--- src/rtl/lsu_rmw_if.sv ---
// lsu_rmw_if: bus bundle between the pipeline MEM stage, the lsu_rmw block
// and the word-addressed data memory.
//   slave  : the lsu_rmw side (takes requests, drives the memory port)
//   master : the pipeline + memory side (issues requests, returns dm_rdata)
// Request  : req_valid/req_ready handshake, req_we, req_size, req_sext,
//            req_addr, req_wdata, req_pc
// Response : resp_valid pulse with resp_rdata / resp_err
// Memory   : dm_addr, dm_wdata, dm_we, dm_pc out; dm_rdata back (combinational)
interface lsu_rmw_if;
   logic        req_valid;
   logic        req_ready;
   logic        req_we;
   logic [1:0]  req_size;
   logic        req_sext;
   logic [31:0] req_addr;
   logic [31:0] req_wdata;
   logic [31:0] req_pc;
   logic        resp_valid;
   logic [31:0] resp_rdata;
   logic        resp_err;
   logic [31:0] dm_addr;
   logic [31:0] dm_wdata;
   logic        dm_we;
   logic [31:0] dm_pc;
   logic [31:0] dm_rdata;

   modport slave (
      input  req_valid, req_we, req_size, req_sext, req_addr, req_wdata, req_pc,
      output req_ready,
      output resp_valid, resp_rdata, resp_err,
      output dm_addr, dm_wdata, dm_we, dm_pc,
      input  dm_rdata
   );

   modport master (
      output req_valid, req_we, req_size, req_sext, req_addr, req_wdata, req_pc,
      input  req_ready,
      input  resp_valid, resp_rdata, resp_err,
      input  dm_addr, dm_wdata, dm_we, dm_pc,
      output dm_rdata
   );
endinterface

--- src/rtl/lsu_rmw.sv ---
// lsu_rmw: load/store initiator between the MEM stage and a word-only data
// memory. Byte/half/word loads with sign or zero extension; sub-word stores
// are done as read-modify-write of the whole word. Misaligned and
// out-of-range requests complete with resp_err and never write memory.
// Ports:
//   clk   : clock, all state on posedge
//   reset : asynchronous, active-low
//   bus   : lsu_rmw_if.slave (request, response and memory port)
// Optional build macro LSU_TRACE_EN: prints a line per memory write and
// per faulting request. Without it the logic is identical and silent.
//
// state | meaning
// ------+-----------------------------------------------------------
// IDLE  | ready for a request, req_ready=1
// RD    | memory word on dm_rdata; load lane extract or store merge
// WR    | dm_we=1 for this single cycle, memory captures on exit edge
// DONE  | resp_valid=1 for one cycle, response regs cleared on exit
module lsu_rmw #(
   parameter int unsigned DEPTH_WORDS = 3072,
   parameter int unsigned IDX_W       = 12
) (
   input logic       clk,
   input logic       reset,
   lsu_rmw_if.slave  bus
);

   typedef enum logic [1:0] {IDLE, RD, WR, DONE} state_t;

   state_t      state, state_nxt;

   logic        we_q;
   logic [1:0]  size_q;
   logic        sext_q;
   logic [31:0] addr_q;
   logic [31:0] wdata_q;
   logic [31:0] pc_q;
   logic [31:0] dm_wdata_q;
   logic [31:0] rdata_q;
   logic        err_q;

   logic        misaligned;
   logic        out_of_range;
   logic        req_err;
   logic [4:0]  lane_sh;
   logic [31:0] lane_data;
   logic [31:0] ld_data;
   logic [31:0] merge_mask;
   logic [31:0] merged;

   always_comb begin
      misaligned = 1'b0;
      case (bus.req_size)
         2'b00:   misaligned = 1'b0;
         2'b01:   misaligned = bus.req_addr[0];
         2'b10:   misaligned = (bus.req_addr[1:0] != 2'b00);
         default: misaligned = 1'b1;
      endcase
   end

   // Index beyond IDX_W bits is always out of range; within it compare to depth.
   assign out_of_range = (bus.req_addr[31:IDX_W+2] != '0) ||
                         (32'(bus.req_addr[IDX_W+1:2]) >= DEPTH_WORDS);
   assign req_err      = misaligned || out_of_range;

   // Lane offset in bits; half accesses are aligned so addr[0] is 0 there.
   assign lane_sh   = {addr_q[1:0], 3'b000};
   assign lane_data = bus.dm_rdata >> lane_sh;

   always_comb begin
      ld_data = lane_data;
      case (size_q)
         2'b00:   ld_data = sext_q ? {{24{lane_data[7]}}, lane_data[7:0]}
                                   : {24'h0, lane_data[7:0]};
         2'b01:   ld_data = sext_q ? {{16{lane_data[15]}}, lane_data[15:0]}
                                   : {16'h0, lane_data[15:0]};
         default: ld_data = lane_data;
      endcase
   end

   always_comb begin
      merge_mask = 32'h0;
      merged     = wdata_q;
      case (size_q)
         2'b00: begin
            merge_mask = 32'h0000_00FF << lane_sh;
            merged     = (bus.dm_rdata & ~merge_mask) |
                         ({24'h0, wdata_q[7:0]} << lane_sh);
         end
         2'b01: begin
            merge_mask = 32'h0000_FFFF << lane_sh;
            merged     = (bus.dm_rdata & ~merge_mask) |
                         ({16'h0, wdata_q[15:0]} << lane_sh);
         end
         default: begin
            merge_mask = 32'h0;
            merged     = wdata_q;
         end
      endcase
   end

   always_ff @(posedge clk or negedge reset) begin
      if (!reset) state <= IDLE;
      else        state <= state_nxt;
   end

   always_comb begin
      state_nxt      = state;
      bus.req_ready  = 1'b0;
      bus.resp_valid = 1'b0;
      bus.dm_we      = 1'b0;
      case (state)
         IDLE: begin
            bus.req_ready = 1'b1;
            if (bus.req_valid) begin
               if (req_err)                                  state_nxt = DONE;
               else if (bus.req_we && bus.req_size == 2'b10) state_nxt = WR;
               else                                          state_nxt = RD;
            end
         end
         RD:   state_nxt = we_q ? WR : DONE;
         WR: begin
            bus.dm_we = 1'b1;
            state_nxt = DONE;
         end
         DONE: begin
            bus.resp_valid = 1'b1;
            state_nxt      = IDLE;
         end
         default: state_nxt = IDLE;
      endcase
   end

   always_ff @(posedge clk or negedge reset) begin
      if (!reset) begin
         we_q       <= 1'b0;
         size_q     <= 2'b00;
         sext_q     <= 1'b0;
         addr_q     <= 32'h0;
         wdata_q    <= 32'h0;
         pc_q       <= 32'h0;
         dm_wdata_q <= 32'h0;
         rdata_q    <= 32'h0;
         err_q      <= 1'b0;
      end else begin
         case (state)
            IDLE: begin
               if (bus.req_valid) begin
                  we_q    <= bus.req_we;
                  size_q  <= bus.req_size;
                  sext_q  <= bus.req_sext;
                  addr_q  <= bus.req_addr;
                  wdata_q <= bus.req_wdata;
                  pc_q    <= bus.req_pc;
                  err_q   <= req_err;
                  if (!req_err && bus.req_we && bus.req_size == 2'b10)
                     dm_wdata_q <= bus.req_wdata;
               end
            end
            RD: begin
               if (we_q) dm_wdata_q <= merged;
               else      rdata_q    <= ld_data;
            end
            DONE: begin
               rdata_q <= 32'h0;
               err_q   <= 1'b0;
            end
            default: ;
         endcase
      end
   end

   assign bus.dm_addr    = {addr_q[31:2], 2'b00};
   assign bus.dm_wdata   = dm_wdata_q;
   assign bus.dm_pc      = pc_q;
   assign bus.resp_rdata = rdata_q;
   assign bus.resp_err   = err_q;

`ifdef LSU_TRACE_EN
   always @(posedge clk) begin
      if (reset && state == WR)
         $display("@%h: *%h <= %h", pc_q, {addr_q[31:2], 2'b00}, dm_wdata_q);
      if (reset && state == IDLE && bus.req_valid && req_err)
         $display("@%h: LSU fault %h", bus.req_pc, bus.req_addr);
   end
`else
`endif

endmodule

--- src/flat_wrapper.sv ---
// flat-port wrapper written by rule: the top's interface ports become plain ports
module lsu_rmw_flat 
#(
   parameter int unsigned DEPTH_WORDS = 3072,
   parameter int unsigned IDX_W       = 12
)
  (clk, reset, bus_req_valid, bus_req_we, bus_req_size, bus_req_sext, bus_req_addr, bus_req_wdata, bus_req_pc, bus_req_ready, bus_resp_valid, bus_resp_rdata, bus_resp_err, bus_dm_addr, bus_dm_wdata, bus_dm_we, bus_dm_pc, bus_dm_rdata);
  lsu_rmw_if bus_i ();
  input logic clk;
  input logic reset;
  input wire logic [$bits(bus_i.req_valid)-1:0] bus_req_valid;
  input wire logic [$bits(bus_i.req_we)-1:0] bus_req_we;
  input wire logic [$bits(bus_i.req_size)-1:0] bus_req_size;
  input wire logic [$bits(bus_i.req_sext)-1:0] bus_req_sext;
  input wire logic [$bits(bus_i.req_addr)-1:0] bus_req_addr;
  input wire logic [$bits(bus_i.req_wdata)-1:0] bus_req_wdata;
  input wire logic [$bits(bus_i.req_pc)-1:0] bus_req_pc;
  output wire logic [$bits(bus_i.req_ready)-1:0] bus_req_ready;
  output wire logic [$bits(bus_i.resp_valid)-1:0] bus_resp_valid;
  output wire logic [$bits(bus_i.resp_rdata)-1:0] bus_resp_rdata;
  output wire logic [$bits(bus_i.resp_err)-1:0] bus_resp_err;
  output wire logic [$bits(bus_i.dm_addr)-1:0] bus_dm_addr;
  output wire logic [$bits(bus_i.dm_wdata)-1:0] bus_dm_wdata;
  output wire logic [$bits(bus_i.dm_we)-1:0] bus_dm_we;
  output wire logic [$bits(bus_i.dm_pc)-1:0] bus_dm_pc;
  input wire logic [$bits(bus_i.dm_rdata)-1:0] bus_dm_rdata;
  assign bus_i.req_valid = bus_req_valid;
  assign bus_i.req_we = bus_req_we;
  assign bus_i.req_size = bus_req_size;
  assign bus_i.req_sext = bus_req_sext;
  assign bus_i.req_addr = bus_req_addr;
  assign bus_i.req_wdata = bus_req_wdata;
  assign bus_i.req_pc = bus_req_pc;
  assign bus_req_ready = bus_i.req_ready;
  assign bus_resp_valid = bus_i.resp_valid;
  assign bus_resp_rdata = bus_i.resp_rdata;
  assign bus_resp_err = bus_i.resp_err;
  assign bus_dm_addr = bus_i.dm_addr;
  assign bus_dm_wdata = bus_i.dm_wdata;
  assign bus_dm_we = bus_i.dm_we;
  assign bus_dm_pc = bus_i.dm_pc;
  assign bus_i.dm_rdata = bus_dm_rdata;
  lsu_rmw #(.DEPTH_WORDS(DEPTH_WORDS), .IDX_W(IDX_W)) u_core (.clk(clk), .reset(reset), .bus(bus_i));
endmodule
--- config.mk ---
export PLATFORM = sky130hd
export DESIGN_NAME = lsu_rmw_flat
export DESIGN_NICKNAME = d
export VERILOG_FILES = /design/src/rtl/lsu_rmw_if.sv /design/src/rtl/lsu_rmw.sv /design/src/flat_wrapper.sv
export SDC_FILE = /design/constraint.sdc
export NUM_CORES = 1
export LEC_CHECK = 0
export ABC_AREA = 1
export CAP_MARGIN = 15
export CORE_ASPECT_RATIO = 0.75
export CORE_MARGIN = 1
export CORE_UTILIZATION = 45
export CTS_CLUSTER_SIZE = 14
export DETAILED_ROUTE_END_ITERATION = 10
export MAX_ROUTING_LAYER = met4
export PLACE_DENSITY = 0.87
export REMOVE_ABC_BUFFERS = 1
export SYNTH_ARGS = -nofsm -noshare
export SYNTH_HDL_FRONTEND = slang
export SYNTH_SLANG_ARGS = --single-unit
--- constraint.sdc ---
create_clock -name clk -period 4.1 [get_ports clk]
set_input_delay 1.23 -clock clk [delete_from_list [all_inputs] [get_ports clk]]
set_output_delay 1.23 -clock clk [all_outputs]
set_load 0.005 [all_outputs]
# After elaboration in Yosys (flattened, before gate mapping)

Cells that the tools add are included.

Register bits after elaboration: 167
Latch bits: 0
Bits in writable memories: 0
Memory bits (read-only): 0
Input bits: 135
Output and inout port bits: 132
Logic and storage cells: 71
Memories kept: 0

Add/subtract/negate cells: 0
Multipliers: 0
Divide/modulo/power cells: 0
Magnitude comparators: 1
Equality and inequality tests: 10
Shifts and indexed selects: 5
Mux-type cells: 21
Bitwise logic cells: 6
Reductions and logical operators: 18

Operators with widths:

| operator                                                   | count |
|---|---|
| case mux 32 bit (2 select lines)                           | 4 |
| two-way mux 32 bit                                         | 6 |
| bitwise AND 32 bit                                         | 2 |
| NOT 32 bit                                                 | 2 |
| OR 32 bit                                                  | 2 |
| left shift 16 x 5 -> 32 bit                                | 1 |
| left shift 16 x 5 -> 32 bit (first input constant)         | 1 |
| left shift 8 x 5 -> 32 bit                                 | 1 |
| left shift 8 x 5 -> 32 bit (first input constant)          | 1 |
| >> shifter 32 x 5 -> 32 bit                                | 1 |
| nonzero test 18 bit                                        | 1 |
| greater-or-equal comparator 12 bit (second input constant) | 1 |
| case mux 2 bit (4 select lines)                            | 1 |
| nonzero test 2 bit                                         | 4 |
| == test 2 x 1 -> 1 bit (second input constant)             | 3 |
| == test 2 bit (second input constant)                      | 3 |
| logical NOT 2 bit                                          | 3 |
| two-way mux 2 bit                                          | 3 |
| AND reduction 2 bit                                        | 3 |
| two-way mux 1 bit                                          | 5 |
| != test 2 x 1 -> 1 bit (second input constant)             | 2 |
| != test 2 bit (second input constant)                      | 2 |
| AND reduction 4 bit                                        | 1 |
| logical AND 1 bit                                          | 3 |
| other kinds (4)                                            | 5 |

# Longest topological paths before layout

Gate-level depths: netlist (run 1).

Depth after elaboration: 9
Gate-level depth with buffers: 14
Mapped depth without buffers: 11

# Worst setup path before layout (run 1)

No wires, ideal clock.

Path type: input port to flip-flop
Start point: input bus_req_addr[30]
End point: register u_core.dm_wdata_q[18], in the netlist u_core.bus.dm_wdata[18]
Setup time: 0.117 ns
Arrival: 2.139 ns
Required time: 3.983 ns
Path slack: 1.844 ns
Cell stages on the path: 11
Buffers on the path: 1
Cells stage by stage: inv_1 nand2_1 nor2_1 nand3_1 nor2_2 nand2_1 nand2_2 nand2_2 buf_6 nand2_1 nand2_1

Cells in the longest elaborated chain, start to end: 8

RTL lines:

| item                             | line               | text |
|---|---|---|
| from (decl)                      | flat_wrapper.sv:15 | `input wire logic [$bits(bus_i.req_addr)-1:0] bus_req_addr;` |
| nonzero test 18 bit              | lsu_rmw.sv:61      | `assign out_of_range = (bus.req_addr[31:IDX_W+2] != '0) \|\|` |
| logical OR 1 bit                 | lsu_rmw.sv:61      |  |
| logical OR 1 bit                 | lsu_rmw.sv:63      | `assign req_err = misaligned \|\| out_of_range;` |
| logical NOT 1 bit                | lsu_rmw.sv:155     | `if (!req_err && bus.req_we && bus.req_size == 2'b10)` |
| logical AND 1 bit (2 in a row)   | lsu_rmw.sv:155     |  |
| != test 2 x 1 -> 1 bit (no line) | --                 |  |
| AND reduction 4 bit (no line)    | --                 |  |
| to (signal assigned)             | lsu_rmw.sv:156     | `dm_wdata_q <= bus.req_wdata;` |
| to (signal assigned)             | lsu_rmw.sv:160     | `if (we_q) dm_wdata_q <= merged;` |
| to (decl)                        | lsu_rmw.sv:37      | `logic [31:0] dm_wdata_q;` |

No other way between the ends.
A chain may end at the register's enable or synchronous reset.

# Final worst setup path (run 1)

Start point: register u_core.state[0]
End point: output bus_req_ready

Cells in the longest elaborated chain, start to end: 2

RTL lines:

| item                   | line               | text |
|---|---|---|
| from (decl)            | lsu_rmw.sv:29      | `state_t state, state_nxt;` |
| from (signal assigned) | lsu_rmw.sv:103     | `else state <= state_nxt;` |
| logical NOT 2 bit      | lsu_rmw.sv:111     | `case (state)` |
| two-way mux 1 bit      | lsu_rmw.sv:111     |  |
| to (decl)              | flat_wrapper.sv:18 | `output wire logic [$bits(bus_i.req_ready)-1:0] bus_req_ready;` |

No other way between the ends.

==> results of run 1 <==
-- critical path, delay by kind of cell, from the launching register on --
family / cells / cell delay (ns)
adder cells (fa/ha/maj): 1 / 0.31
flip-flops: 1 / 0.43
buffers and inverters: 2 / 0.66
-- cells in the final DEF, fill, tap and decap left out, types with 3 or more instances in the layout --
master,instances
inv_8,6
a22oi_1,8
inv_1,63
ha_1,8
clkbuf_16,17
inv_6,3
nand2_1,590
o211ai_1,7
o21ai_0,95
nor2_1,32
inv_2,6
buf_12,3
clkdlybuf4s50_1,263
nand3b_1,16
clkinvlp_4,3
a21oi_1,48
o31ai_1,8
nand3_1,89
buf_4,9
a21boi_0,6
nor2_2,3
nand4_1,15
nand2_2,3
dfrtp_1,165
diode_2,4
-- power breakdown --
group	switching (mW)	total (mW)	internal (mW)	leakage, nW
Combinational	2.81	4.92	2.11	3.74
Clock	0.761	1.57	0.807	0.269
Sequential	0.566	2.96	2.39	2.11
Total	4.14	9.45	5.31	6.12
-- kinds of logic after synthesis --
family,Yosys count,share of synthesized area [%]
adders and majority gates,8,1.08
buffers and inverters,181,9.86
DFF,167,45.1
and+or+nand+nor,752,33.0
AOI/OAI and AO/OA,180,10.9
other,1,0.0405
-- flip-flops by register name, indices dropped and copies added (netlist names) --
name                   count
u_core.bus.resp_rdata     32
u_core.bus.dm_wdata       32
u_core.size_q              2
u_core.sext_q              1
u_core.state               2
u_core.bus.dm_pc          32
u_core.bus.resp_err        1
u_core.wdata_q            32
u_core.we_q                1
u_core.addr_q             32
-- per-stage QoR --
| step | instances | utilization [%] |
|---|---|---|
| 2_1_floorplan | 1180 | - |
| 3_3_place_gp | 1714 | 58.1 |
| 3_5_place_dp | 1714 | 58.1 |
| 4_1_cts | 1746 | 60.8 |
| 5_1_grt | 1750 | 60.9 |
| 6_report | 1750 | 60.9 |
-- how the worst min path moves through the flow --
stage / slack, ns / to / start / cells after the start
after detailed placement: 0.46 / u_core.bus.dm_wdata[4] / u_core.bus.dm_wdata[4] / 2
after global routing: 0.50 / u_core.bus.dm_pc[12] / u_core.bus.dm_pc[12] / 2
after global placement: 0.46 / u_core.bus.dm_wdata[11] / u_core.bus.dm_wdata[11] / 2
final: 0.48 / u_core.bus.dm_wdata[31] / u_core.bus.dm_wdata[31] / 2
after floorplan: 0.45 / u_core.wdata_q[16] / u_core.wdata_q[16] / 2
after CTS: 0.48 / u_core.bus.dm_wdata[9] / u_core.bus.dm_wdata[9] / 2
-- metal layers --
layer  vias to the layer above  wire, um
met5                         -         0
li1                       4441         -
met2                       555     13200
met3                        44      3340
met4                         0       363
met1                      4336     11600
-- cell type report --
| type | count | area (um^2) |
|---|---|---|
| repair buffers | 276 | 2770 |
| well taps | 258 | 323 |
| diodes | 4 | 10.0 |
| inverters | 71 | 272 |
| clock inverters | 14 | 134 |
| fillers | 1691 | 7900 |
| clock buffers | 18 | 429 |
| flip-flops and latches | 167 | 4180 |
| multi-input cells | 942 | 4190 |
==> flow_summary.ini, run 1 <==
[timing]
skew_ns = 0.0152
finalCritPeriodShare_pct = 74.7
hold_viol = 0
max_slew_margin_pct = 34.0
holdWs_ns = 0.478
fin_setup_tns_ns = 0
fmax_ghz = 0.326
min_period_ns = 3.06
rsz0062_at_grt = false
worstMarginPinSlew_ns = 0.988
final.setup.worst_slack_ns = 1.04
slew_viol_final = 0
finalSetupViolations = 0

[logic_synthesis]
synthFlopType = dfrtp_1
ys_top_cells_by_count = nand2_1 (591), dfrtp_1 (167), o21ai_0 (95)
synth-edff-count = 0
ys_async_sr_fraction_pct = 100
seq_area_frac_synth_pct = 45.1
syn_area_um2 = 9270
ys_warn_count = 0
synth.most_common_cell = nand2_1
synth.largest_area_cell = dfrtp_1
ys_types = 32
synth_top_area_share_pct = 45.1
avgSynthCellArea_um2 = 7.19
syn_inst = 1289
ys_ff_latch = 167
synth_area_leaders = dfrtp_1 (45%), nand2_1 (24%), o21ai_0 (5.1%)

[worst_setup_path]
max_stage_delay_ns = 0.56
slowest_stage = clkdlybuf4s50_1
cp_data_required_time_ns = 2.87
crit_type = reg2out
r2r-start = u_core.size_q[1]
reg2reg_slack_ns = 1.38
r2r_cells = 6
worstPathArrival_ns = 1.83
critPathMaxFanout = 4
worstPathCellList = inv_1 -> ha_1 -> clkdlybuf4s50_1
end_kind = output pin
startpoint = u_core.state[0]
crit_end = bus_req_ready
start_kind = register
reg2reg_to = u_core.bus.resp_rdata[19]

[cells_and_area]
stdcell_area_um2 = 12300
final_nets = 1618
area_delta_synth_final_pct = 32.8
drive_gt1_share_pct = 4.50

[global_route]
grt-busiest-layer = met2
overflow = 0
grt.met3_usage_pct = 9.27
grt.met2_usage_pct = 44.9
grt_pass1_vias = 8984
grt_max_degree = 130
grt_antenna_before_repair = 4
grt_pass1_wl_um = 46600
met1_usage_pct = 36.2
grtUsageTotal_pct = 28.8

[place]
dp_hpwl_um = 19800
placed_area_um2 = 11700
gp_congestion = 0.942
io_buffers = 264
dp_slack_ns = 0.859

[pwr]
total_power_mw = 9.45
power_per_cell_area_nw_per_um2 = 768
power.leakage_nw = 6.12
peakVddDrop_uv = 495

[detailed_routing]
postRouteAntennaNets = 0
wl_per_cell_um = 16.3
wirelength_um = 28500
route.detailed.drc = 0
vias_per_cell = 5.36
drt_iter0_markers = 1088
vias = 9376
firstDrtPassIters = 6

[cts]
hold_buffers = 0
cts_buffers = 17
cts_tree = yes
clk_path_buf_depth = 2
worstSkewPairLatency_ns = 0.44
post_cts_resized = 0
clock-sinks = 167
post_cts_buffers = 0
ctsRootBufferMaster = clkbuf_16
clkTransAtPathRegs_ns = 0.07
htree_levels = 4

[floorplanning]
fp-row-count = 45
start_util_pct = 45.8
core_um2 = 20200
chipWidth_um = 168
die_area_um2 = 21200
ios = 267
die_h_um = 126

[outcome]
status = completed

[min_path]
hp-class = reg2reg

[flow_run]
maxCapViolCount = 0
No activity file was read; power rests on OpenSTA's default activity.
==> run 2: changes to the inputs <==
==> constraint.sdc (replaced) <==
create_clock -name clk -period 2.85 [get_ports clk]
set_input_delay 0.855 -clock clk [delete_from_list [all_inputs] [get_ports clk]]
set_output_delay 0.855 -clock clk [all_outputs]
set_load 0.005 [all_outputs]
==> flow_summary.ini, run 2 (synthesis results as in run 1) <==
[worst_setup_path]
r2r-start = u_core.state[1]
end_kind = output pin
worstPathArrival_ns = 1.87
reg2reg_slack_ns = 0.70
crit_type = reg2out
r2r_cells = 10
cp_data_required_time_ns = 2.00
reg2reg_to = u_core.bus.resp_rdata[28]
start_kind = register
critPathMaxFanout = 4

[place]
dp_hpwl_um = 20100
io_buffers = 264
placed_area_um2 = 11800
dp_cells = 1726
gp_congestion = 0.946

[cells_and_area]
final_cell_mix = nand2_1 (590), clkdlybuf4s50_1 (263), dfrtp_1 (165)
drive_gt1_share_pct = 5.27
layout.cells.non_filler = 1759
utilization_pct = 61.6
stdcell_area_um2 = 12400
final_nets = 1630
layout_commonest_cell = nand2_1
nFillCells = 1726
area_delta_synth_final_pct = 34.3

[min_path]
hp-class = in2async

[timing]
skew_ns = 0.0144
slew_viol_final = 0
max_slew_margin_pct = 36.8
fin_setup_tns_ns = 0
worstMarginPinSlew_ns = 0.947
rsz0062_at_grt = false
fmax_ghz = 0.367
min_period_ns = 2.73
finalSetupViolations = 0
hold_viol = 0
finalCritPeriodShare_pct = 95.6

[cts]
ctsRootBufferMaster = clkbuf_16
clk_path_buf_depth = 2
worstSkewPairLatency_ns = 0.44
cts_tree = yes
post_cts_buffers = 0
htree_levels = 4
clkTransAtPathRegs_ns = 0.07
post_cts_resized = 0
cts_buffers = 17
hold_buffers = 0
clock-sinks = 167

[flow_run]
maxCapViolCount = 0

[global_route]
overflow = 0
grt_pass1_wl_um = 46900
grtUsageTotal_pct = 29.0
grt_pass1_vias = 9172
grt_max_degree = 130
grt_antenna_before_repair = 2

[detailed_routing]
drt_iter0_markers = 981
wirelength_um = 28500
route.detailed.drc = 0
vias = 9375
vias_per_cell = 5.33
wl_per_cell_um = 16.2
postRouteAntennaNets = 0
firstDrtPassIters = 7

[pwr]
total_power_mw = 13.9
power.leakage_nw = 6.21
peakVddDrop_uv = 756
power_per_cell_area_nw_per_um2 = 1110

[outcome]
status = completed

[floorplanning]
die_h_um = 126
ios = 267
die_area_um2 = 21200
start_util_pct = 45.8
core_um2 = 20200
chipWidth_um = 168
fp-row-count = 45
==> run 2: cell types whose count changed in the layout (fill, tap and decap cells not counted), sizes merged <==
cell	change
clkinv	+1
diode	-2
inv	-1
clkinvlp	-3
bufinv	+3
clkbuf	-1
buf	+12
==> run 2: where the power goes <==
part / switching [mW] / internal [mW] / total (mW)
registers: 0.695 / 3.45 / 4.14
logic: 4.15 / 3.11 / 7.26
clock network: 1.06 / 1.40 / 2.46
total: 5.90 / 7.96 / 13.9
==> run 2: area by class of cell <==
class                           count  area, um^2  area share [%]
Clock inverter                     14         185            1.49
Inverter                           71         272            2.18
Timing Repair Buffer              288        2860            23.0
Sequential cell                   167        4180            33.6
Multi-Input combinational cell    942        4190            33.7
Antenna cell                        2        5.00          0.0402
Tap cell                          258         323            2.59
Clock buffer                       17         425            3.42
==> run 2: per-stage QoR <==
| stage | hold WS [ns] | worst slack, ns |
|---|---|---|
| 6_report | 0.349 | 0.125 |
| 5_1_grt | 0.393 | 0.0632 |
| 4_1_cts | 0.381 | 0.113 |
| 3_5_place_dp | 0.459 | 0.219 |
| 3_3_place_gp | 0.459 | 0.307 |
| 2_1_floorplan | 0.449 | -1.89 |
==> run 2: worst max-delay path, stage by stage, from the launching register on <==
cell	delay [ns]
dfrtp_1	0.42
inv_1	0.12
ha_1	0.33
clkdlybuf4s50_1	0.56
==> run 2: routing by layer <==
metal	vias up	GRT usage (%)	routed length, um
met1	4333	36.3	11700
met3	36	8.93	3270
met2	530	45.7	13200
li1	4476	-	-
met4	0	7.34	374
met5	-	-	0
==> run 2: how the worst max path moves through the flow <==
stage,from,end,slack (ns),cells past startpoint
CTS,u_core.state[1],bus_req_ready,0.11,3
detailed placement,bus_req_size[0],u_core.bus.dm_wdata[22],0.22,10
floorplan,bus_req_valid,u_core.addr_q[0],-1.89,3
global placement,bus_req_addr[20],u_core.bus.dm_wdata[22],0.31,12
finish,u_core.state[1],bus_req_ready,0.12,3
global route,u_core.state[1],bus_req_ready,0.06,3
==> variant, RTL diff (flow settings as in run 1) <==
`IDX_W` is set to 12 in 2 places; all go to 13.
--- a/src/rtl/lsu_rmw.sv
+++ b/src/rtl/lsu_rmw.sv
@@ -18,5 +18,5 @@
 module lsu_rmw #(
    parameter int unsigned DEPTH_WORDS = 3072,
-   parameter int unsigned IDX_W       = 12
+   parameter int unsigned IDX_W       = 13
 ) (
    input logic       clk,
--- a/src/flat_wrapper.sv
+++ b/src/flat_wrapper.sv
@@ -3,5 +3,5 @@
 #(
    parameter int unsigned DEPTH_WORDS = 3072,
-   parameter int unsigned IDX_W       = 12
+   parameter int unsigned IDX_W       = 13
 )
   (clk, reset, bus_req_valid, bus_req_we, bus_req_size, bus_req_sext, bus_req_addr, bus_req_wdata, bus_req_pc, bus_req_ready, bus_resp_valid, bus_resp_rdata, bus_resp_err, bus_dm_addr, bus_dm_wdata, bus_dm_we, bus_dm_pc, bus_dm_rdata);
Behaviour: unchanged (equiv_simple and equiv_induct, registers matched by name and starting in step).
==> variant against run 1 <==
- critical path depth unchanged
- die area up 0.66%
- total power up 0.91%
- sequential cell count unchanged
- routed wire length up 5.2%
- area after synthesis up 0.68%
- worst setup slack better by 0.0039 ns
- final area up 0.54%
- critical path type unchanged
- critical endpoint unchanged
- highest routed layer unchanged
==> variant: results (changes against run 1) <==
[outcome]
status=complete, no violations  ; unchanged

[finish]
nClkBuffers=18  ; unchanged
multi_input_area_um2=4235  ; was 4189 µm²
nNetsFinal=1615  ; was 1618
fin_area_um2=12380  ; was 12310 µm²
nMultiInputCombCells=934  ; was 942
nFillCells=1784  ; was 1691
drive_gt1_frac=0.05859  ; was 0.04503
insertedDiodeCount=3  ; was 4
signal_buffers=280  ; was 276
area_delta_synth_final_pct=32.64  ; was 32.82%
buffer_area_frac=0.2264  ; was 0.2251
inv_count=72  ; was 71

[setup_path]
r2r_setup_slack_ns=1.38  ; about the same
reg2reg_from=u_core.state[1]  ; was u_core.size_q[1]
r2r_end=u_core.bus.resp_rdata[24]  ; was u_core.bus.resp_rdata[19]
r2r_cells=11  ; was 6
cp-startpoint=u_core.state[0]  ; unchanged

[grt]
grt_pass1_wl_mm=48.18  ; was 46.62 mm
grt_usage=0.2995  ; was 0.2884
grt_pass1_vias=9153  ; was 8984
grt_antenna_before_repair=3  ; was 4

[clock_network]
ctsResizeCount=0  ; unchanged
postCtsSetupRepairBufs=0  ; unchanged
clock_latency_ns=0.43

[place]
placed_cells=1711  ; was 1714
routabilityCongestion=0.8912  ; was 0.9419
port_buffers=264  ; unchanged
dp_hpwl_mm=20.33  ; was 19.76 mm
preCtsSetupSlack_ns=0.9049  ; was 0.8589 ns

[timing]
worst_hold_slack_ns=0.4731  ; was 0.4777 ns
relSlewSlack=0.4176  ; was 0.3403
fin_ws_ns=1.040  ; was 1.036 ns
clock-skew-final_ns=0.01138  ; was 0.01520 ns

[power]
ir_worst_vdd_mv=0.4680  ; was 0.4954 mV
p_switching_uw=4196  ; was 4139 µW
p_leak_uw=0.006123  ; was 0.006119 µW

[yosys]
synthTopCellsByCount=566 x nand2_1, 167 x dfrtp_1, 95 x o21ai_0  ; was 591 x nand2_1, 167 x dfrtp_1, 95 x o21ai_0
synth_compound_area_frac=0.1133  ; was 0.1092
syn_area_per_cell_um2=7.278  ; was 7.190 µm²
synth_adder_area_share=0.01073  ; was 0.01080
seq_area_frac_synth=0.4479  ; was 0.4509
synth_cell_types=34  ; was 32
ys.flop_type=dfrtp_1  ; unchanged
synthArstFlopShare=1.000  ; unchanged

[route]
vias_per_cell=5.365  ; was 5.358
drt_iter0_markers=1002  ; was 1088
avgRoutedWirePerCell_um=17.20  ; was 16.31 µm
vias=9367  ; was 9376
first_pass_iters=7  ; was 6

[min_path]
min-delay-start=u_core.bus.dm_wdata[14]  ; was u_core.bus.dm_wdata[31]
min_to=u_core.bus.dm_wdata[14]  ; was u_core.bus.dm_wdata[31]

==> variant: cell types whose count changed after synthesis, sizes merged, moves of 2 or more <==
| cell | run 1 | this run |
|---|---|---|
| nand2 | 594 | 572 |
| nor2 | 36 | 34 |
| a21oi | 48 | 57 |
| o31ai | 8 | 1 |
| buf | 81 | 79 |
| nand4 | 15 | 8 |
| a22o | 0 | 7 |
| nand3 | 90 | 105 |
| clkbuf | 29 | 31 |
==> variant: power by group through the flow <==
stage / clock network (µW) / logic [µW] / registers (µW)
floorplan: 0 / 2520 / 3000
global placement: 0 / 4840 / 2950
detailed placement: 0 / 4990 / 2950
CTS: 1560 / 5020 / 2950
global route: 1630 / 5620 / 3050
finish: 1550 / 5030 / 2960
==> variant: per-layer routing <==
metal | track usage | vias up | part of all wire
met1 | 0.3733 | 4355 | 0.40
met3 | 0.08986 | 74 | 0.11
met4 | 0.1176 | 0 | 0.029
met5 | - | - | 0
met2 | 0.4577 | 497 | 0.46
li1 | - | 4441 | -
